File: config.mk
export PLATFORM = sky130hd
export DESIGN_NAME = boot_loader
export DESIGN_NICKNAME = d
export VERILOG_FILES = /design/src/rtl/boot_loader_pkg.sv /design/src/rtl/boot_loader_sync_edge.sv /design/src/rtl/boot_loader.sv
export SDC_FILE = /design/constraint.sdc
export NUM_CORES = 1
export LEC_CHECK = 0
export ABC_AREA = 1
export CAP_MARGIN = 10
export CORE_AREA = 2 2 77 79
export DETAILED_ROUTE_END_ITERATION = 6
export DIE_AREA = 0 0 79 81
export HOLD_SLACK_MARGIN = 0.06
export PLACE_DENSITY = 0.82
export RECOVER_POWER = 25
export SLEW_MARGIN = 15
export SYNTH_ARGS = -nofsm -noshare
export SYNTH_HDL_FRONTEND = slang
export SYNTH_SLANG_ARGS = --single-unit
File: constraint.sdc
create_clock -name clk -period 2.4 [get_ports clk]
set_input_delay 0.6 -clock clk [delete_from_list [all_inputs] [get_ports clk]]
set_output_delay 0.6 -clock clk [all_outputs]
set_load 0.01 [all_outputs]
File: src/rtl/boot_loader_pkg.sv
// Shared definitions for the boot loader: address width, default boot
// window and the controller state encoding.
package boot_loader_pkg;

  localparam int ADDR_W = 18;

  localparam logic [ADDR_W-1:0] DEF_BOOT_START_ADDR = 18'h0C000;
  localparam logic [ADDR_W-1:0] DEF_BOOT_END_ADDR   = 18'h0FFFF;

  typedef enum logic [1:0] {
    ST_IDLE = 2'd0,
    ST_LOAD = 2'd1,
    ST_DONE = 2'd2
  } boot_state_t;

endpackage

File: src/rtl/boot_loader_sync_edge.sv
// sync_edge: 2-flop synchroniser for an asynchronous input, plus one-cycle
// rise/fall pulses derived from the synchronised level.
//   clk, rst : system clock, async active-high reset
//   din      : asynchronous input
//   rise     : pulse, synchronised din went 0->1
//   fall     : pulse, synchronised din went 1->0
module sync_edge #(
  parameter logic IDLE = 1'b1
) (
  input  logic clk,
  input  logic rst,
  input  logic din,
  output logic rise,
  output logic fall
);

  // sh[0]: first flop, sh[1]: synchronised level, sh[2]: previous level
  logic [2:0] sh;

  always_ff @(posedge clk or posedge rst) begin
    if (rst) sh <= {3{IDLE}};
    else     sh <= {sh[1:0], din};
  end

  assign rise = sh[1] & ~sh[2];
  assign fall = ~sh[1] & sh[2];

endmodule

File: src/rtl/boot_loader.sv
// boot_loader: receives a boot image over the ARM SPI link (mode 3, MSB
// first) and writes it byte by byte into SRAM through the arbiter.
//   clk, reset      : 100 MHz clock, async active-high reset
//   arm_ss/sclk/mosi: asynchronous SPI slave inputs
//   booting         : high until the image is loaded (holds CPU in reset)
//   boot_req/addr/data, boot_ack : SRAM write handshake
//   boot_overflow   : sticky, a byte was dropped (busy or past window end)
module boot_loader
  import boot_loader_pkg::*;
#(
  parameter logic [ADDR_W-1:0] BOOT_START_ADDR = DEF_BOOT_START_ADDR,
  parameter logic [ADDR_W-1:0] BOOT_END_ADDR   = DEF_BOOT_END_ADDR
) (
  input  logic              clk,
  input  logic              reset,
  input  logic              arm_ss,
  input  logic              arm_sclk,
  input  logic              arm_mosi,
  output logic              booting,
  output logic              boot_req,
  output logic [ADDR_W-1:0] boot_addr,
  output logic [7:0]        boot_data,
  input  logic              boot_ack,
  output logic              boot_overflow
);

  boot_state_t state, state_n;

  logic ss_rise, ss_fall, sclk_rise;
  logic unused_sclk_fall;
  logic [1:0] mosi_sync;

  // One extra bit so the counter can sit past the window end without wrapping.
  logic [ADDR_W:0] addr;
  logic [2:0]      bit_cnt;
  logic [7:0]      shreg;
  logic [7:0]      byte_val;
  logic            load_entry;

  sync_edge #(.IDLE(1'b1)) u_ss (
    .clk(clk), .rst(reset), .din(arm_ss), .rise(ss_rise), .fall(ss_fall)
  );

  sync_edge #(.IDLE(1'b1)) u_sclk (
    .clk(clk), .rst(reset), .din(arm_sclk), .rise(sclk_rise), .fall(unused_sclk_fall)
  );

  // Same two-flop depth as sclk's synchronised level, so the data bit
  // seen with a sclk rise pulse is the one the master set up for that edge.
  always_ff @(posedge clk or posedge reset) begin
    if (reset) mosi_sync <= 2'b11;
    else       mosi_sync <= {mosi_sync[0], arm_mosi};
  end

  assign byte_val = {shreg[6:0], mosi_sync[1]};

  always_ff @(posedge clk or posedge reset) begin
    if (reset) state <= ST_IDLE;
    else       state <= state_n;
  end

  always_comb begin
    state_n    = state;
    load_entry = 1'b0;
    case (state)
      ST_IDLE: if (ss_fall) begin state_n = ST_LOAD; load_entry = 1'b1; end
      ST_LOAD: if (ss_rise) state_n = ST_DONE;
      ST_DONE: if (ss_fall) begin state_n = ST_LOAD; load_entry = 1'b1; end
      default: state_n = ST_IDLE;
    endcase
  end

  // Stay in "booting" in DONE until the final write has been taken.
  assign booting = (state != ST_DONE) || boot_req;

  always_ff @(posedge clk or posedge reset) begin
    if (reset) begin
      addr          <= {1'b0, BOOT_START_ADDR};
      bit_cnt       <= '0;
      shreg         <= '0;
      boot_req      <= 1'b0;
      boot_addr     <= BOOT_START_ADDR;
      boot_data     <= '0;
      boot_overflow <= 1'b0;
    end else begin
      if (boot_req && boot_ack) begin
        boot_req <= 1'b0;
        addr     <= addr + 1'b1;
      end
      if (load_entry) begin
        addr          <= {1'b0, BOOT_START_ADDR};
        bit_cnt       <= '0;
        shreg         <= '0;
        boot_overflow <= 1'b0;
      end else if (state == ST_LOAD && sclk_rise) begin
        // Evaluated even when ss rises this cycle: the last bit still counts.
        shreg   <= byte_val;
        bit_cnt <= bit_cnt + 3'd1;
        if (bit_cnt == 3'd7) begin
          if (boot_req || addr > {1'b0, BOOT_END_ADDR}) begin
            boot_overflow <= 1'b1;
          end else begin
            boot_req  <= 1'b1;
            boot_addr <= addr[ADDR_W-1:0];
            boot_data <= byte_val;
          end
        end
      end
    end
  end

endmodule

==> qor.txt <==
shortest clock period the worst path allows after layout: 2.14 ns
count of endpoints failing setup in the final report: 0
Slew Limit Headroom: 6.81%
multi-input combinational cell area: 1080 um^2
cell with the largest stage delay on the worst path: clkdlybuf4s50_1
Compound-Gate Fraction of Synth Area: 6.38%
maximum fanout along the worst path: 4
number of design rule violations left after detail routing: 0
CP arrival: 1.54 ns
global-route wire length before repair: 9980 um
die outline area: 6400 um^2
FF-to-FF setup slack: 0.40 ns
mux contribution to synthesized area: 0%
CP startpoint kind: flip-flop
Post-Synthesis Cells: 331
PostCTS Resize Cnt: 0
share of synthesized cell area in and, or, nand and nor gates: 28.7%
overall track demand over capacity in global routing: 20.3%
number of global-route vias before repair: 2,179
register bit count reported by yosys: 67
largest family of logic cells by synthesized area: simple AND/OR/NAND/NOR gates
Placed Area: 3370 um^2
final hold violation count: 0
endpoint with the worst hold slack: u_sclk.sh[1]$_DFF_PP1_
maximum clock path buffer count: 2
Peak VDD IR: 0.377 mV
root cell of the clock tree: clkbuf_8
number of nets with antenna violations after routing: 0
Worst Max-Slew Pin Slew: 1.40 ns
power per unit of standard cell area: 630 nW/um^2
placer congestion estimate: 0.898
share of the yosys chip area belonging to registers: 57.1%
worst-path cell chain: inv_1, nand3_1, clkdlybuf4s50_1
delay of the slowest critical-path stage: 0.53 ns
router iterations before antenna repair: 4
worst hold path depth: 0
Reg-to-Reg End: boot_addr[12]$_DFFE_PP0P_
overall die height: 81 um
final wirelength: 5830 um
kind of capture point of the worst setup path: output port
worst-skew pair later-pin latency: 0.37 ns
port buffer count: 34
area share of xor/xnor cells in the synthesized design: 0%
setup repair after global routing missed its margin: false
number of H-tree levels: 3
buffer count from post-CTS setup fixing: 0
hold path start: u_sclk.sh[0]$_DFF_PP1_
worst clock skew: 0.0113 ns
Crit path required time: 1.80 ns
Max Slew Vio Count: 0
largest net degree at the start of global routing: 68
antenna violations before repair: 0
share of post-route cells with drive strength above 1: 11.8%
area of the core: 5680 um^2
crit share post-route: 89.0%
clock transition at the register clock pins on the worst setup and hold paths after CTS: 0.08 ns
Inserted Clock Buffers: 9
DR vias: 2,366
cell area after technology mapping: 2960 um^2
flip-flop and latch area: 1690 um^2
CTS tree: yes
total overflow reported by the global router: 0
Mapped Avg Cell Area: 8.94 um^2
Post-Layout Inst Area: 3550 um^2
Synthesized Nets: 340
count of clock tree sinks: 67
maximum clock rate: 468 MHz
Reg2Reg Launch Point: addr[1]$_DFFE_PP0P_
CTS Hold Bufs: 0
row count: 28
First DRT Iteration DRCs: 217
worst r2r path cells: 8
# nets final: 378
# fillers: 478
crit path kind: flip-flop to output port
effective utilization at floorplan: 52.2%
Yosys warning count: 0
setup total negative slack: 0 ns
synthesis-to-finish area growth: 19.8%
outcome: finished clean
top-level I/O count: 35
area share of fa/ha/maj cells after synthesis: 1.27%
worst hold-check path type: flip-flop to flip-flop
Leakage Power: 1.71 nW
diode insertion count for antenna repair: 0
chip width: 79 um
max-capacitance violation count: 0
count of different cell masters after synthesis: 26
HPWL after detailed placement: 3830 um
via density per instance: 5.27
Routed wire per std cell: 13.0 um
-- worst max path at each step --
stage | start | to | slack, ns | cells past startpoint
3_5_place_dp | boot_ack | addr[5]$_DFFE_PP0P_ | 0.32 | 6
4_1_cts | boot_req$_DFF_PP0_ | booting | 0.25 | 3
2_1_floorplan | reset | addr[0]$_DFFE_PP0P_ | 0.14 | 1
5_1_grt | boot_req$_DFF_PP0_ | booting | 0.17 | 3
6_report | boot_req$_DFF_PP0_ | booting | 0.26 | 3
3_3_place_gp | boot_ack | addr[5]$_DFFE_PP0P_ | 0.32 | 6
-- cells in the mapped netlist --
library cell | instances | area, um^2
nor4_4 | 1 | 21.3
dfstp_2 | 12 | 315
ha_1 | 3 | 37.5
buf_2 | 6 | 30.0
o21ai_0 | 15 | 75.1
buf_6 | 2 | 22.5
nor2_1 | 27 | 101
o21bai_1 | 1 | 7.51
nor2_4 | 2 | 22.5
nand2_2 | 2 | 12.5
inv_1 | 32 | 120
nand2_1 | 96 | 360
a21oi_1 | 15 | 75.1
nand3_2 | 1 | 10.0
clkbuf_1 | 3 | 11.3
nand2_4 | 1 | 11.3
buf_4 | 1 | 7.51
nand4_1 | 25 | 156
nor3_1 | 5 | 25.0
and3_1 | 1 | 6.26
dfrtp_1 | 55 | 1380
o22ai_1 | 5 | 31.3
nand3_4 | 1 | 17.5
nand3_1 | 15 | 75.1
nor2_2 | 3 | 18.8
nand4_2 | 1 | 12.5
-- sequential cells by signal (all words and copies together), names as in the netlist --
signal         cells
boot_req           1
u_ss.sh            3
boot_data          8
boot_overflow      1
shreg              7
mosi_sync          2
addr              19
boot_addr         18
state              2
u_sclk.sh          3
bit_cnt            3
-- through the flow --
step	utilization [%]	worst slack (ns)	hold WS (ns)	power [W]	std cells
floorplan	-	0.137	0.345	0.00133	331
global placement	59.4	0.320	0.346	0.00138	433
detailed placement	59.4	0.324	0.347	0.00139	433
CTS	62.8	0.251	0.360	0.00226	449
global route	62.5	0.174	0.363	0.00234	449
finish	62.5	0.263	0.358	0.00223	449
-- critical path, delay by kind of cell, from the launching register on --
kind | cells | cell delay (ns)
and+or+nand+nor | 1 | 0.09
DFF | 1 | 0.46
buffers and inverters | 2 | 0.62
-- cells by family after synthesis --
kind of cell / Yosys count
fa+ha+maj: 3
compound gates: 36
flops: 67
buf+inv: 44
simple gates: 181
-- report_power, final --
group / leakage (nW) / internal (W) / switching, W
clock: 0.0915 / 0.000432 / 0.000438
sequential: 0.888 / 0.00118 / 0.0000259
combinational: 0.731 / 0.0000541 / 0.000103
total: 1.71 / 0.00167 / 0.000567
-- routing by layer --
| layer | track usage, % | wire, um |
|---|---|---|
| met5 | 0 | 0 |
| met4 | 8.62 | 137 |
| met3 | 5.56 | 277 |
| met2 | 32.9 | 2840 |
| met1 | 26.0 | 2570 |
-- layout make-up --
class                           instances  share of cell area (%)
Clock buffer                           11                    4.27
Clock inverter                          5                    1.06
Inverter                               32                    3.39
Multi-Input combinational cell        220                    30.4
Sequential cell                        67                    47.7
Tap cell                               75                    2.65
Timing Repair Buffer                   39                    10.6
-- cell usage in the layout, fill, tap and decap left out --
cell,count
nand2_1,96
o21bai_1,1
nor4_4,1
dlygate4sd3_1,3
inv_1,31
o21ai_0,15
clkbuf_8,11
nor2_4,2
o22ai_1,5
nand4_2,1
nand4_1,25
dfstp_1,1
clkinv_1,1
and3_1,1
clkinvlp_4,2
dfrtp_1,55
clkdlybuf4s50_1,31
nand3_4,1
clkinv_4,2
clkinv_2,1
nand2_2,2
nor2_1,27
ha_1,3
a21oi_1,15
dfstp_2,11
nor2_2,3
nor3_1,5
nand3_2,1
nand2_4,1
buf_4,4
buf_2,1
nand3_1,15
Power figures use the tool's default switching activity.
